[src/rtl/uart_cmd_ctrl_if.sv]
// Bus bundle between uart_cmd_ctrl and its neighbours: the uart RX/TX FIFOs,
// the 8-bit register bus and the frame error counter.
//   master : the command controller (drives strobes, TX byte, register bus)
//   slave  : FIFOs / register file side
interface uart_cmd_ctrl_if;
  logic [3:0] RX_FIFO_LEVEL;
  logic [7:0] RX_FIFO_Q;
  logic       RX_FIFO_RD_REQ;
  logic       TX_FIFO_FULL;
  logic [7:0] TX_BYTE;
  logic       TX_FIFO_WR_REQ;
  logic [7:0] REG_ADDR;
  logic [7:0] REG_WDATA;
  logic       REG_WR;
  logic       REG_RD;
  logic [7:0] REG_RDATA;
  logic [7:0] ERR_CNT;

  modport master (
    input  RX_FIFO_LEVEL, RX_FIFO_Q, TX_FIFO_FULL, REG_RDATA,
    output RX_FIFO_RD_REQ, TX_BYTE, TX_FIFO_WR_REQ,
           REG_ADDR, REG_WDATA, REG_WR, REG_RD, ERR_CNT
  );

  modport slave (
    output RX_FIFO_LEVEL, RX_FIFO_Q, TX_FIFO_FULL, REG_RDATA,
    input  RX_FIFO_RD_REQ, TX_BYTE, TX_FIFO_WR_REQ,
           REG_ADDR, REG_WDATA, REG_WR, REG_RD, ERR_CNT
  );
endinterface

[src/rtl/uart_cmd_ctrl.sv]
// UART command controller: drains the RX FIFO, parses 5-byte frames
// (SYNC, CMD, ADDR, DATA, CHK), runs register writes/reads and queues
// ACK / NAK / read-data responses into the TX FIFO.
// Ports:
//   CLK   - system clock
//   RESET - asynchronous, active-high reset
//   bus   - uart_cmd_ctrl_if.master: RX/TX FIFO handshakes, register bus,
//           ERR_CNT (frame error counter, saturating)
// All outputs are registered.
module uart_cmd_ctrl #(
  parameter logic [7:0]  SYNC_BYTE      = 8'hA5,
  parameter int unsigned TIMEOUT_CYCLES = 115200
) (
  input  logic            CLK,
  input  logic            RESET,
  uart_cmd_ctrl_if.master bus
);

  localparam int unsigned TO_W    = $clog2(TIMEOUT_CYCLES + 1);
  localparam logic [7:0]  CMD_WR  = 8'h57;
  localparam logic [7:0]  CMD_RD  = 8'h52;
  localparam logic [7:0]  RSP_ACK = 8'h06;
  localparam logic [7:0]  RSP_NAK = 8'h15;

  typedef enum logic [3:0] {
    HUNT, GET_CMD, GET_ADDR, GET_DATA, GET_CHK,
    EXEC, RD_WAIT, SEND_ACK, SEND_DATA, SEND_NAK
  } state_t;

  state_t          state_q, state_d;
  logic [7:0]      cmd_q, cmd_d, addr_q, addr_d, data_q, data_d, rdata_q, rdata_d;
  logic [TO_W-1:0] to_cnt_q, to_cnt_d;
  logic            cap_q;     // RX_FIFO_Q carries the byte requested last cycle
  logic            rd_ack_q;  // REG_RDATA carries the data for last cycle's REG_RD

  logic            rd_req_q, rd_req_d;
  logic [7:0]      tx_byte_q, tx_byte_d;
  logic            tx_wr_q, tx_wr_d;
  logic [7:0]      reg_addr_q, reg_addr_d, reg_wdata_q, reg_wdata_d;
  logic            reg_wr_q, reg_wr_d, reg_rd_q, reg_rd_d;
  logic [7:0]      err_cnt_q, err_cnt_d;

  logic            timed_out, err_evt;
  logic [7:0]      resp_byte;

  function automatic logic is_rx_state(state_t s);
    return (s == HUNT) || (s == GET_CMD) || (s == GET_ADDR) ||
           (s == GET_DATA) || (s == GET_CHK);
  endfunction

  // State and output registers
  always_ff @(posedge CLK or posedge RESET) begin
    if (RESET) begin
      state_q     <= HUNT;
      cmd_q       <= '0;
      addr_q      <= '0;
      data_q      <= '0;
      rdata_q     <= '0;
      to_cnt_q    <= '0;
      cap_q       <= 1'b0;
      rd_ack_q    <= 1'b0;
      rd_req_q    <= 1'b0;
      tx_byte_q   <= '0;
      tx_wr_q     <= 1'b0;
      reg_addr_q  <= '0;
      reg_wdata_q <= '0;
      reg_wr_q    <= 1'b0;
      reg_rd_q    <= 1'b0;
      err_cnt_q   <= '0;
    end else begin
      state_q     <= state_d;
      cmd_q       <= cmd_d;
      addr_q      <= addr_d;
      data_q      <= data_d;
      rdata_q     <= rdata_d;
      to_cnt_q    <= to_cnt_d;
      cap_q       <= rd_req_q;
      rd_ack_q    <= reg_rd_q;
      rd_req_q    <= rd_req_d;
      tx_byte_q   <= tx_byte_d;
      tx_wr_q     <= tx_wr_d;
      reg_addr_q  <= reg_addr_d;
      reg_wdata_q <= reg_wdata_d;
      reg_wr_q    <= reg_wr_d;
      reg_rd_q    <= reg_rd_d;
      err_cnt_q   <= err_cnt_d;
    end
  end

  // Next-state and next-output logic
  always_comb begin
    state_d     = state_q;
    cmd_d       = cmd_q;
    addr_d      = addr_q;
    data_d      = data_q;
    rdata_d     = rd_ack_q ? bus.REG_RDATA : rdata_q;
    to_cnt_d    = '0;
    rd_req_d    = 1'b0;
    tx_byte_d   = tx_byte_q;
    tx_wr_d     = 1'b0;
    reg_addr_d  = reg_addr_q;
    reg_wdata_d = reg_wdata_q;
    reg_wr_d    = 1'b0;
    reg_rd_d    = 1'b0;
    err_cnt_d   = err_cnt_q;
    timed_out   = 1'b0;
    err_evt     = 1'b0;

    resp_byte = RSP_ACK;
    if (state_q == SEND_DATA)     resp_byte = rdata_q;
    else if (state_q == SEND_NAK) resp_byte = RSP_NAK;

    // Inter-byte timeout: only inside a frame, restarted by every capture
    if (is_rx_state(state_q) && (state_q != HUNT) && !cap_q) begin
      if (to_cnt_q == TO_W'(TIMEOUT_CYCLES - 1)) timed_out = 1'b1;
      else                                       to_cnt_d  = to_cnt_q + TO_W'(1);
    end

    case (state_q)
      HUNT: begin
        if (cap_q && (bus.RX_FIFO_Q == SYNC_BYTE)) state_d = GET_CMD;
      end
      GET_CMD: begin
        if (cap_q) begin
          cmd_d   = bus.RX_FIFO_Q;
          state_d = GET_ADDR;
        end
      end
      GET_ADDR: begin
        if (cap_q) begin
          addr_d  = bus.RX_FIFO_Q;
          state_d = GET_DATA;
        end
      end
      GET_DATA: begin
        if (cap_q) begin
          data_d  = bus.RX_FIFO_Q;
          state_d = GET_CHK;
        end
      end
      GET_CHK: begin
        if (cap_q) begin
          if (((cmd_q ^ addr_q ^ data_q) != bus.RX_FIFO_Q) ||
              ((cmd_q != CMD_WR) && (cmd_q != CMD_RD))) begin
            err_evt = 1'b1;
            state_d = SEND_NAK;
          end else begin
            state_d = EXEC;
          end
        end
      end
      EXEC: begin
        reg_addr_d = addr_q;
        if (cmd_q == CMD_WR) begin
          reg_wdata_d = data_q;
          reg_wr_d    = 1'b1;
          state_d     = SEND_ACK;
        end else begin
          reg_rd_d = 1'b1;
          state_d  = RD_WAIT;
        end
      end
      RD_WAIT: begin
        // REG_RD is on the bus this cycle; data is taken via rd_ack_q next cycle
        state_d = SEND_ACK;
      end
      SEND_ACK, SEND_DATA, SEND_NAK: begin
        if (tx_wr_q) begin
          // Idle cycle after a write: the full flag lags by one cycle
          state_d = ((state_q == SEND_ACK) && (cmd_q == CMD_RD)) ? SEND_DATA : HUNT;
        end else begin
          tx_byte_d = resp_byte;
          if (!bus.TX_FIFO_FULL) tx_wr_d = 1'b1;
        end
      end
      default: state_d = HUNT;
    endcase

    if (timed_out) begin
      err_evt = 1'b1;
      state_d = HUNT;
    end

    // Fetch only while staying in a receive state, one request per two cycles
    if (is_rx_state(state_q) && is_rx_state(state_d) &&
        (bus.RX_FIFO_LEVEL != 4'd0) && !rd_req_q)
      rd_req_d = 1'b1;

    if (err_evt && (err_cnt_q != 8'hFF)) err_cnt_d = err_cnt_q + 8'd1;
  end

  assign bus.RX_FIFO_RD_REQ = rd_req_q;
  assign bus.TX_BYTE        = tx_byte_q;
  assign bus.TX_FIFO_WR_REQ = tx_wr_q;
  assign bus.REG_ADDR       = reg_addr_q;
  assign bus.REG_WDATA      = reg_wdata_q;
  assign bus.REG_WR         = reg_wr_q;
  assign bus.REG_RD         = reg_rd_q;
  assign bus.ERR_CNT        = err_cnt_q;

endmodule

[src/flat_wrapper.sv]
// flat-port wrapper written by rule: the top's interface ports become plain ports
module uart_cmd_ctrl_flat 
#(
  parameter logic [7:0]  SYNC_BYTE      = 8'hA5,
  parameter int unsigned TIMEOUT_CYCLES = 115200
)
  (CLK, RESET, bus_RX_FIFO_LEVEL, bus_RX_FIFO_Q, bus_TX_FIFO_FULL, bus_REG_RDATA, bus_RX_FIFO_RD_REQ, bus_TX_BYTE, bus_TX_FIFO_WR_REQ, bus_REG_ADDR, bus_REG_WDATA, bus_REG_WR, bus_REG_RD, bus_ERR_CNT);
  uart_cmd_ctrl_if bus_i ();
  input  logic CLK;
  input  logic RESET;
  input wire logic [$bits(bus_i.RX_FIFO_LEVEL)-1:0] bus_RX_FIFO_LEVEL;
  input wire logic [$bits(bus_i.RX_FIFO_Q)-1:0] bus_RX_FIFO_Q;
  input wire logic [$bits(bus_i.TX_FIFO_FULL)-1:0] bus_TX_FIFO_FULL;
  input wire logic [$bits(bus_i.REG_RDATA)-1:0] bus_REG_RDATA;
  output wire logic [$bits(bus_i.RX_FIFO_RD_REQ)-1:0] bus_RX_FIFO_RD_REQ;
  output wire logic [$bits(bus_i.TX_BYTE)-1:0] bus_TX_BYTE;
  output wire logic [$bits(bus_i.TX_FIFO_WR_REQ)-1:0] bus_TX_FIFO_WR_REQ;
  output wire logic [$bits(bus_i.REG_ADDR)-1:0] bus_REG_ADDR;
  output wire logic [$bits(bus_i.REG_WDATA)-1:0] bus_REG_WDATA;
  output wire logic [$bits(bus_i.REG_WR)-1:0] bus_REG_WR;
  output wire logic [$bits(bus_i.REG_RD)-1:0] bus_REG_RD;
  output wire logic [$bits(bus_i.ERR_CNT)-1:0] bus_ERR_CNT;
  assign bus_i.RX_FIFO_LEVEL = bus_RX_FIFO_LEVEL;
  assign bus_i.RX_FIFO_Q = bus_RX_FIFO_Q;
  assign bus_i.TX_FIFO_FULL = bus_TX_FIFO_FULL;
  assign bus_i.REG_RDATA = bus_REG_RDATA;
  assign bus_RX_FIFO_RD_REQ = bus_i.RX_FIFO_RD_REQ;
  assign bus_TX_BYTE = bus_i.TX_BYTE;
  assign bus_TX_FIFO_WR_REQ = bus_i.TX_FIFO_WR_REQ;
  assign bus_REG_ADDR = bus_i.REG_ADDR;
  assign bus_REG_WDATA = bus_i.REG_WDATA;
  assign bus_REG_WR = bus_i.REG_WR;
  assign bus_REG_RD = bus_i.REG_RD;
  assign bus_ERR_CNT = bus_i.ERR_CNT;
  uart_cmd_ctrl #(.SYNC_BYTE(SYNC_BYTE), .TIMEOUT_CYCLES(TIMEOUT_CYCLES)) u_core (.CLK(CLK), .RESET(RESET), .bus(bus_i));
endmodule
[config.mk]
export PLATFORM = sky130hd
export DESIGN_NAME = uart_cmd_ctrl_flat
export DESIGN_NICKNAME = d
export VERILOG_FILES = /design/src/rtl/uart_cmd_ctrl_if.sv /design/src/rtl/uart_cmd_ctrl.sv /design/src/flat_wrapper.sv
export SDC_FILE = /design/constraint.sdc
export NUM_CORES = 1
export LEC_CHECK = 0
export CAP_MARGIN = 20
export CORE_UTILIZATION = 30
export CTS_CLUSTER_DIAMETER = 200
export DETAILED_ROUTE_END_ITERATION = 16
export GPL_ROUTABILITY_DRIVEN = 0
export SETUP_SLACK_MARGIN = 0.5
export SLEW_MARGIN = 20
export SYNTH_ARGS = -nofsm -noshare
export SYNTH_HDL_FRONTEND = slang
export SYNTH_SLANG_ARGS = --single-unit
[constraint.sdc]
create_clock -name CLK -period 9.74 [get_ports CLK]
set_clock_uncertainty 0.2 [all_clocks]
set_input_delay 1.948 -clock CLK [delete_from_list [all_inputs] [get_ports CLK]]
set_output_delay 1.948 -clock CLK [all_outputs]
set_load 0.1 [all_outputs]
==> flow_summary.ini, run 1 <==
[outcome]
status = completed

[route]
routed-wl-met2_um = 4160
drt_iter0_drc = 84
drt-met1-wl_um = 4060
via_count = 2799
wl_um = 8630
wl_met3_um = 307
via_per_inst = 4.59
top_layer = met4
dr.pass1.iters = 4
ant_nets = 0
wl_per_cell_um = 14.2
drc_errors = 0

[timing]
slew_headroom_pct = 31.0
fin_crit_sh_pct = 42.4
setup_viol = 0
min_period_ns = 4.13
timing.setup.tns_ns = 0
maxSlewViolCount = 0
clock.fmax_mhz = 242
hold_violations = 0
fin_ws_ns = 5.61
rsz0062_at_grt = false
tightest_slew_ns = 1.03

[final_layout]
nFillCells = 1318
drive_above_1_share_pct = 16.8
antenna_cells = 0
fin_nets = 454
syn_to_final_growth_pct = 26.2

[clock_tree]
root_buffer = clkbuf_16
cts.sinks = 91
clkLatencyLatePin_ns = 0.34
post_cts_buffers = 0
ctsResizeCount = 0
holdBufCountCts = 0
cts_tree = yes
cts_max_level = 3
clk_pin_slew_ns = 0.07
clk_path_buf_depth = 2
cts_buffers = 9

[synthesis]
ys_top_cells_by_area = dfrtp_1, mux2_2, xor2_1
ys_seq_elements = 91
netlist-cell-type-count = 43
yosys_warnings = 0
synth_area_mm2 = 0.00415
syn_area_per_cell_um2 = 11.3
async_flop_share_pct = 100
synth_ff_type = dfrtp_1
syn_inst = 369
synthDominantCellAreaShare_pct = 54.8
ys_seq_area_share_pct = 54.8
synth-edff-count = 0
syn_nets = 394
synth_largest_area_cell = dfrtp_1

[pwr]
p_int_mw = 0.986
leakage_nw = 2.20
ir_drop_v = 0.000185
power_frac_clock_pct = 22.3
p_seq_share_pct = 36.0
p_switching_mw = 0.710
combPwrFrac_pct = 41.7
power.density_mw_per_mm2 = 324
p_sw_share_pct = 41.9

[floorplan]
die-width_um = 120
die_area_mm2 = 0.0143
rows = 42
core-area_mm2 = 0.0133
boundaryPins = 59
initial_core_util_pct = 31.1
die_h_um = 120

[run]
maxCapViolations = 0

[setup_path]
critPathLaunchType = register
crit_buf_inv = 1
crit_cells = 1
crit_fanout = 7
cp.required_ns = 7.59
endpoint = bus_TX_FIFO_WR_REQ
slowest_delay_ns = 1.18
crit_chain = clkdlybuf4s50_1
r2r_end = u_core.bus.RX_FIFO_RD_REQ$_DFF_PP0_
r2r-start = u_core.state_q[0]$_DFF_PP0_
crit_type = reg -> out
end_kind = output pin
crit_start = u_core.bus.TX_FIFO_WR_REQ$_DFF_PP0_
cpMaxStageDelayCell = clkdlybuf4s50_1
r2r_slack_ns = 7.15
crit_family = buffers and inverters
cp.arrival_ns = 1.98
ff2ff_path_depth = 6

[global_route]
antenna_found_initial = 0
grt_start_max_net_pins = 52
grt_pass1_wl_um = 14800
grt_use_total_pct = 13.0
grt_overflow = 0
grt_pass1_vias = 2909

[min_path]
holdPathStages = 0
hp-class = reg -> reg

[placement]
hpwl_um = 6260
dp_slack_ns = 5.35
portBuffers = 58
## area by class of cell
class	count	area (um2)	share of cell area, %
inverters	5	20.0	0.382
repair buffers	59	588	11.2
multi-input cells	263	1810	34.6
flip-flops and latches	91	2280	43.4
well taps	176	220	4.20
clock buffers	10	229	4.37
clock inverters	6	93.8	1.79
## sequential cells by signal (all words and copies together) (netlist names), 8 cells and up
register,cells
u_core.addr_q,8
u_core.bus.ERR_CNT,8
u_core.bus.REG_ADDR,8
u_core.bus.REG_WDATA,8
u_core.to_cnt_q,17
u_core.rdata_q,8
u_core.data_q,8
u_core.bus.TX_BYTE,8
u_core.cmd_q,8
## layer usage
metal / vias to the layer above / global-route usage [%]
li1: 1382 / -
met1: 1361 / 17.1
met2: 44 / 21.5
met3: 12 / 2.95
met4: 0 / 3.20
met5: - / 0
## cells by family (layout without fill, tap and decap cells)
group / Yosys count / count (layout) / share of synthesized area (%)
xor gates and xnor gates: 45 / 45 / 9.49
muxes: 43 / 43 / 11.6
DFF: 91 / 91 / 54.8
buffers and inverters: 15 / 80 / 1.51
and+or+nand+nor: 149 / 149 / 17.7
AOI/OAI and AO/OA: 24 / 24 / 4.31
adders and majority gates: 2 / 2 / 0.602
## worst reg2reg max path: cells and delay by family, from the launching register on
| family | cells | cell delay (ns) |
|---|---|---|
| simple gates | 4 | 1.11 |
| compound gates | 2 | 0.51 |
| flops | 1 | 0.67 |
## cell usage in the layout, fill, tap and decap left out, types with 9 or more instances in the layout
master / synthesis / layout
clkdlybuf4s50_1: 0 / 58
xnor2_1: 21 / 21
nand3_1: 13 / 13
nand2_1: 54 / 54
clkbuf_16: 0 / 9
nor3_1: 12 / 12
nor2_1: 33 / 33
mux2_2: 40 / 40
dfrtp_1: 91 / 91
xor2_1: 24 / 24
## Yosys cell counts (all sizes together), types with 2 or more instances
| cell type | number |
|---|---|
| nand2 | 55 |
| ha | 2 |
| nor4b | 2 |
| buf | 3 |
| nor2b | 2 |
| nand4 | 4 |
| nand2b | 7 |
| nor2 | 35 |
| xnor2 | 21 |
| o21a | 2 |
| and3 | 2 |
| mux2 | 41 |
| nor4 | 7 |
| inv | 5 |
| xor2 | 24 |
| o21ai | 8 |
| or2 | 4 |
| mux2i | 2 |
| nand3 | 13 |
| a21oi | 6 |
| dfrtp | 91 |
| nand3b | 2 |
| clkbuf | 7 |
| nor3 | 13 |
## how the worst min path moves through the flow
| stage | from | endpoint | slack [ns] |
|---|---|---|---|
| detailed placement | u_core.bus.REG_RD$_DFF_PP0_ | u_core.rd_ack_q$_DFF_PP0_ | 0.18 |
| global route | u_core.bus.REG_RD$_DFF_PP0_ | u_core.rd_ack_q$_DFF_PP0_ | 0.19 |
| finish | u_core.bus.REG_RD$_DFF_PP0_ | u_core.rd_ack_q$_DFF_PP0_ | 0.18 |
| CTS | u_core.bus.REG_RD$_DFF_PP0_ | u_core.rd_ack_q$_DFF_PP0_ | 0.19 |
| global placement | u_core.bus.REG_RD$_DFF_PP0_ | u_core.rd_ack_q$_DFF_PP0_ | 0.18 |
| floorplan | u_core.to_cnt_q[0]$_DFF_PP0_ | u_core.to_cnt_q[0]$_DFF_PP0_ | 0.25 |
## power groups by stage
stage | logic (mW) | registers [mW] | clock network, mW
after CTS | 0.716 | 0.611 | 0.387
final | 0.707 | 0.610 | 0.379
after global routing | 0.757 | 0.631 | 0.401
after floorplan | 0.355 | 0.814 | 0
after detailed placement | 0.714 | 0.618 | 0
after global placement | 0.706 | 0.615 | 0
## through the flow
step	instance area [um2]	total power, mW	utilization (%)	hold slack (ns)	std cells
detailed placement	4920	1.33	36.9	0.176	594
floorplan	4150	1.17	-	0.255	369
global placement	4920	1.32	36.9	0.180	594
CTS	5240	1.71	39.3	0.191	610
global route	5240	1.79	39.3	0.192	610
finish	5240	1.70	39.3	0.181	610
No activity file was read; power rests on OpenSTA's default activity.
==> run 2, diff against run 1 <==
Clock period 9.74 ns to 3.52 ns, I/O delays scaled along.
==> flow_summary.ini, run 2 (same netlist as run 1, synthesis figures left out) <==
[outcome]
status = completed

[route]
dr.pass1.iters = 4
via_count = 2877
ant_nets = 0
wl_per_cell_um = 14.4
drt_iter0_drc = 109
wl_um = 8790
via_per_inst = 4.71
drc_errors = 0

[final_layout]
syn_to_final_growth_pct = 24.4
largest_register_ffs = 17
mostFrequentLayoutCell = dfrtp_1
fin_nets = 458
mostFrequentLayoutCells = dfrtp_1, nand2_1, buf_4
drive_above_1_share_pct = 25.5
postLayoutCoreUtil_pct = 38.7
largest_register = u_core.to_cnt_q
seqCellArea_mm2 = 0.00228
nFillCells = 1346
multi_input_area_mm2 = 0.00181
antenna_cells = 0

[global_route]
grt_use_total_pct = 13.2
grt_start_max_net_pins = 37
grt_pass1_vias = 2910
grt_overflow = 0
grt_pass1_wl_um = 14700
antenna_found_initial = 0

[pwr]
leakage_nw = 2.28
power.density_mw_per_mm2 = 898
ir_drop_v = 0.000489

[placement]
hpwl_um = 6550
portBuffers = 58

[setup_path]
r2r-start = u_core.to_cnt_q[0]$_DFF_PP0_
ff2ff_path_depth = 8
crit_type = in -> reg
crit_fanout = 8
cp.arrival_ns = 2.80
critPathLaunchType = primary input
cp.required_ns = 3.54
r2r_slack_ns = 1.01
crit_start = bus_RX_FIFO_Q[2]
r2r_end = u_core.bus.ERR_CNT[1]$_DFFE_PP0P_
end_kind = register

[floorplan]
die-width_um = 120
die_area_mm2 = 0.0143
die_h_um = 120
boundaryPins = 59
rows = 42
core-area_mm2 = 0.0133
initial_core_util_pct = 31.1

[timing]
fin_crit_sh_pct = 79.1
clock.fmax_mhz = 359
slew_headroom_pct = 49.1
hold_violations = 0
tightest_slew_ns = 0.761
maxSlewViolCount = 0
min_period_ns = 2.79
rsz0062_at_grt = false
timing.setup.tns_ns = 0
setup_viol = 0

[clock_tree]
ctsResizeCount = 0
cts_max_level = 3
clkLatencyLatePin_ns = 0.34
clk_path_buf_depth = 2
cts_tree = yes
clk_pin_slew_ns = 0.06
root_buffer = clkbuf_16
cts.sinks = 91
cts_buffers = 9
holdBufCountCts = 0
post_cts_buffers = 0

[min_path]
worst_hold_path.endpoint = u_core.rd_ack_q$_DFF_PP0_
holdPathStages = 0
hp-start = u_core.bus.REG_RD$_DFF_PP0_
hp-class = reg -> reg

[run]
maxCapViolations = 0
==> run 2: cell count changes in the layout (fill, tap and decap cells not counted), sizes merged <==
cell / before / now
inv: 7 / 4
buf: 1 / 41
clkdlybuf4s50: 58 / 22
==> run 2: power breakdown <==
group	internal [mW]	total (mW)	switching (mW)	leakage, nW
clock network	0.628	1.01	0.383	0.150
registers	1.37	1.69	0.323	1.17
logic	0.703	1.94	1.23	0.959
==> run 2: critical path, cell delays in order <==
cell,delay [ns]
clkdlybuf4s50_1,0.59
xor2_1,0.21
xnor2_1,0.16
mux2i_1,0.20
nand3_1,0.17
a31oi_4,0.34
a21o_4,0.14
mux2_1,0.30
==> run 2: metrics by stage <==
stage | setup WS [ns] | power [mW] | hold slack, ns | area (um2) | instances
finish | 0.735 | 4.64 | 0.183 | 5170 | 611
global route | 0.564 | 4.88 | 0.208 | 5170 | 611
CTS | 0.731 | 4.69 | 0.190 | 5170 | 611
detailed placement | 0.365 | 3.67 | 0.177 | 4860 | 598
global placement | 0.409 | 3.64 | 0.184 | 4860 | 598
floorplan | 1.09 | 3.24 | 0.255 | 4160 | 369
==> run 2: area by class of cell <==
type,instances,share of cell area (%)
Clock buffer,10,4.63
Clock inverter,3,1.26
Inverter,5,0.436
Multi-Input combinational cell,263,35.1
Sequential cell,91,44.1
Tap cell,176,4.26
Timing Repair Buffer,63,10.2
==> run 2: worst max-delay path by stage <==
stage / end / slack [ns] / cells past startpoint
2_1_floorplan: u_core.bus.ERR_CNT[1]$_DFFE_PP0P_ / 1.09 / 7
3_3_place_gp: u_core.bus.ERR_CNT[1]$_DFFE_PP0P_ / 0.41 / 8
3_5_place_dp: u_core.bus.ERR_CNT[1]$_DFFE_PP0P_ / 0.36 / 8
4_1_cts: u_core.bus.ERR_CNT[1]$_DFFE_PP0P_ / 0.73 / 8
5_1_grt: u_core.bus.ERR_CNT[1]$_DFFE_PP0P_ / 0.56 / 8
6_report: u_core.bus.ERR_CNT[1]$_DFFE_PP0P_ / 0.73 / 8
==> run 2: layer usage <==
layer / GRT usage, % / wire length, um
met5: 0 / 0
met3: 3.71 / 347
met4: 5.00 / 104
met2: 20.9 / 4190
met1: 17.1 / 4150
==> RTL edit 1 (config.mk and constraints of run 1) <==
`TIMEOUT_CYCLES` is set to 115200 in 2 places; all go to 28800.
--- a/src/rtl/uart_cmd_ctrl.sv
+++ b/src/rtl/uart_cmd_ctrl.sv
@@ -11,3 +11,3 @@
   parameter logic [7:0]  SYNC_BYTE      = 8'hA5,
-  parameter int unsigned TIMEOUT_CYCLES = 115200
+  parameter int unsigned TIMEOUT_CYCLES = 28800
 ) (
--- a/src/flat_wrapper.sv
+++ b/src/flat_wrapper.sv
@@ -4,3 +4,3 @@
   parameter logic [7:0]  SYNC_BYTE      = 8'hA5,
-  parameter int unsigned TIMEOUT_CYCLES = 115200
+  parameter int unsigned TIMEOUT_CYCLES = 28800
 )
Check against the original RTL: same outputs for any inputs over 10 cycles, from zero or initial values and one cycle with RESET high; that may be too few to reach the edited logic, so the function may still have changed.
==> RTL edit 1 against run 1 <==
Synthesized cell count down 8.4%; design area down 2.2%; sequential cell count down 2; fmax down 0.62%; worst hold slack better by 8.5 ps; largest power group unchanged; first-iteration DRC count up 19%; highest routed layer unchanged; power down 4.4%; setup slack worse by 26 ps; wire length down 2.4%; synthesized area down 1.6%.
==> RTL edit 1: results (changes against run 1) <==
Power
  – Leak: 2.12 nW (-3.6%)
  – Peak supply drop: 200 uV (+8.1%)

Synthesis
  – Register area share after synthesis: 0.545 (-0.00352)
  – Synth top cells by count: dfrtp_1, mux2_2, xnor2_1
  – Post-Synth Adder-Cell Area: 0.00612 (+0.0000959)
  – Synth top area cells: dfrtp_1, mux2_2, xnor2_1, xor2_1, nor2_1
  – XOR/XNOR Fraction of Synth Area: 0.0921 (-0.00277)
  – Count of cell types in the netlist: 50 (+16%)
  – Complex-gate fraction of the synthesized area: 0.0640 (+0.0209)
  – Post-synthesis mux area share: 0.140 (+0.0239)
  – Syn_nets: 363 (-7.9%)

Worst setup path
  – Worst r2r src: u_core.cmd_q[7]
  – Worst setup startpoint: u_core.bus.TX_FIFO_WR_REQ
  – CP arrival: 2010 ps (+30 ps)

Clock tree
  – H-tree depth: 3 (unchanged)
  – Clock-pin slew on the worst setup and hold paths: 60 ps
  – Setup Buffers After CTS: 0 (unchanged)

GRT
  – Largest net degree at the start of global routing: 52 (unchanged)
  – Number of global-route vias before repair: 2,746 (-5.6%)
  – Global-route wire length before repair: 14.3 mm (-3.5%)
  – GRT Resource Usage Total: 0.130 (about the same)

Routing
  – Vias/cell: 4.64 (+1.2%)
  – Detailed Route WL: 8.43 mm (-2.4%)
  – Detailed Route Iter0 Violations: 100 (+19%)

Cells and area
  – FILL cells: 1,331 (+0.99%)
  – # diodes: 0 (unchanged)
  – Fin nets: 423 (-6.8%)
  – Share of cells above drive strength 1: 0.197 (+0.0283)
  – Largest register FFs: 15 (-2)

Min path
  – HP Start: u_core.bus.REG_RD

Timing
  – Relative slew slack: 0.335 (+0.0253)

Run status
  – Status: finished clean

Placement
  – Dpl hpwl: 6.03 mm (-3.7%)
[RTL edit 1: stage by stage]
| step | util | setup slack (ps) | cell area, um2 | instances | total power [mW] |
|---|---|---|---|---|---|
| 6_report | 0.387 | 5580 | 5120 | 578 | 1.62 |
| 5_1_grt | 0.387 | 5540 | 5120 | 578 | 1.71 |
| 4_1_cts | 0.387 | 5570 | 5120 | 578 | 1.64 |
| 3_5_place_dp | 0.366 | 5440 | 4850 | 563 | 1.32 |
| 3_3_place_gp | 0.366 | 5500 | 4850 | 563 | 1.31 |
| 2_1_floorplan | - | 5290 | 4090 | 338 | 1.16 |
[RTL edit 1: final cells by class]
| class | count | area [um2] | share of cell area |
|---|---|---|---|
| Inverter | 7 | 27.5 | 0.00537 |
| Clock inverter | 4 | 28.8 | 0.00562 |
| Timing Repair Buffer | 59 | 588 | 0.115 |
| Sequential cell | 89 | 2230 | 0.435 |
| Tap cell | 176 | 220 | 0.0430 |
| Multi-Input combinational cell | 232 | 1790 | 0.349 |
| Clock buffer | 11 | 243 | 0.0474 |
[RTL edit 1: layer usage]
metal	GRT usage	wire (um)
met1	0.163	3810
met2	0.212	4180
met3	0.0362	334
met4	0.0475	101
met5	0	0
[RTL edit 1: final timing paths]
check                                            end  slack (ps)
max                               bus_TX_FIFO_WR_REQ        5580
max reg2reg                u_core.bus.RX_FIFO_RD_REQ        7350
min reg2reg                          u_core.rd_ack_q         190
max in group asynchronous     u_core.bus.REG_ADDR[2]        6440
min in group asynchronous      u_core.bus.ERR_CNT[6]        1810
min                                  u_core.rd_ack_q         190
[RTL edit 1: worst register-to-register path, stage by stage, from the launching register on]
cell      delay, ps
dfrtp_1         400
and4bb_2        320
nand3b_2        140
or4_1           800
nand3_1         180
o21bai_1        140
a211oi_2         90
[RTL edit 1: cell families (layout without fill, tap and decap cells)]
family,count (synthesis),in the layout
muxes,51,51
DFF,89,89
and+or+nand+nor,100,100
adders and majority gates,2,2
xor gates and xnor gates,43,43
buffers and inverters,17,81
AOI/OAI and AO/OA,36,36
[RTL edit 1: power by group]
part | internal [mW] | total (mW) | switching [mW]
Clock | 0.179 | 0.319 | 0.140
Combinational | 0.261 | 0.707 | 0.446
Sequential | 0.484 | 0.596 | 0.112
Total | 0.924 | 1.62 | 0.698
==> RTL edit 2 (flow settings as in run 1) <==
Made on the original files. Re-encode `state_t` (10 states) as one-hot, 10 bits wide.
--- a/src/rtl/uart_cmd_ctrl.sv
+++ b/src/rtl/uart_cmd_ctrl.sv
@@ -24,5 +24,5 @@
 
-  typedef enum logic [3:0] {
-    HUNT, GET_CMD, GET_ADDR, GET_DATA, GET_CHK,
-    EXEC, RD_WAIT, SEND_ACK, SEND_DATA, SEND_NAK
+  typedef enum logic [9:0] {
+    HUNT = 10'b0000000001, GET_CMD = 10'b0000000010, GET_ADDR = 10'b0000000100, GET_DATA = 10'b0000001000, GET_CHK = 10'b0000010000,
+    EXEC = 10'b0000100000, RD_WAIT = 10'b0001000000, SEND_ACK = 10'b0010000000, SEND_DATA = 10'b0100000000, SEND_NAK = 10'b1000000000
   } state_t;
Behaviour: same outputs for any inputs over 10 cycles, from zero or initial values and one cycle with RESET high; not proved beyond that.
==> RTL edit 2 against run 1 <==
Via count up 6.0%; first-iteration DRC count up 42%; global-route usage down 0.22 points; cell count up 2.0%; sequential cell count up 6; count of clock-buffer cells in the layout up 1; utilization down 0.95 points; wire length up 2.1%; setup slack worse by 14 ps; fmax down 0.35%; design area up 6.3%; synthesized area up 7.7%.
Power is not compared: it rests on default switching activity, and its combinational part moved more than twofold at a synthesized area within 25%.
==> RTL edit 2: results (changes against run 1) <==
Run status
  – Status: finished clean

Cells and area
  – Share of cells above drive strength 1: 0.192 (+0.0236)
  – Seq area share: 0.436 (+0.00162)
  – Signal buffers: 60 (+1.7%)
  – Fraction of area in multi-input gates: 0.356 (+0.0104)
  – Non-clock inverter count: 6 (+1)
  – Clock buffer cells: 11 (+1)
  – Comb_multi_in: 260 (-1.1%)
  – Post-Layout Cell Count: 622 (+2.0%)
  – FILL cells: 1,443 (+9.5%)
  – Multi-input logic area: 0.00199 mm2 (+9.4%)
  – Buffering overhead: 0.107 (-0.00525)
  – ClkCell Share: 0.0548 (-0.00677)
  – Fin nets: 459 (+1.1%)

Worst setup path
  – Worst setup startpoint: bus_RX_FIFO_Q[2]
  – CP max FO: 9 (+2)
  – Critical Path Stages: 8 (+7)
  – CP endpoint: u_core.bus.ERR_CNT[1]
  – Reg2Reg Setup Slack: 6440 ps (-710 ps)
  – Worst reg2reg path depth: 4 (-2)
  – Worst r2r src: u_core.state_q[3]
  – CP arrival: 4180 ps (+2200 ps)

Placement
  – DP Area: 0.00527 mm2 (+7.0%)
  – Dpl hpwl: 6.31 mm (+0.75%)
  – Placed Cells incl. Taps: 607 (+2.2%)
  – Post-placement worst setup slack: 5210 ps (-139 ps)

Timing
  – Post-layout minimum cycle time: 4150 ps (+14.5 ps)
  – Slew at the pin closest to its max-slew limit: 1010 ps (-20.7 ps)
  – Hold slack: 211 ps (+30.0 ps)

GRT
  – GRT Resource Usage Total: 0.127 (-0.00218)
  – Global-route wire length before repair: 14.8 mm (+0.24%)
  – Largest net degree at the start of global routing: 50 (-3.8%)

Routing
  – Detailed Route WL: 8.81 mm (+2.1%)
  – Vias/cell: 4.77 (+4.0%)
  – Detailed Route Iter0 Violations: 119 (+42%)

Min path
  – Hold EP: u_core.cap_q

Synthesis
  – Synth top area cells: dfrtp_1, mux2_2, xnor2_1, nor2_1, xor2_1
  – Synth top cells by count: dfrtp_1, mux2_2, nor2_1
  – Register area share after synthesis: 0.543 (-0.00556)
  – Count of cell types in the netlist: 62 (+44%)
  – Syn_nets: 395 (+0.25%)
  – Avg Synthesized Cell Area: 12.1 um2 (+7.4%)
  – #FFs+latches synth: 97 (+6.6%)
[RTL edit 2: metal layers]
metal,up-vias,share of wire,global-route usage
met3,11,0.046,0.0430
met5,-,0,0
met4,0,0.016,0.0499
met1,1467,0.46,0.160
li1,1434,-,-
met2,55,0.48,0.201
[RTL edit 2: worst reg2reg max path, stage by stage (launching register included)]
cell	delay, ps
dfrtp_1	480
nor3_1	380
nand4_1	670
nor3_2	1030
mux2_2	420
[RTL edit 2: kinds of logic (layout without fill, tap and decap cells)]
logic type | Yosys count | count (layout) | synth area share
AO/OA/AOI/OAI | 33 | 33 | 0.0523
XOR/XNOR | 44 | 44 | 0.0878
adder cells (fa/ha/maj) | 2 | 2 | 0.00559
buffers and inverters | 13 | 81 | 0.0137
flip-flops | 97 | 97 | 0.543
multiplexers | 53 | 53 | 0.134
AND/OR/NAND/NOR | 128 | 128 | 0.164
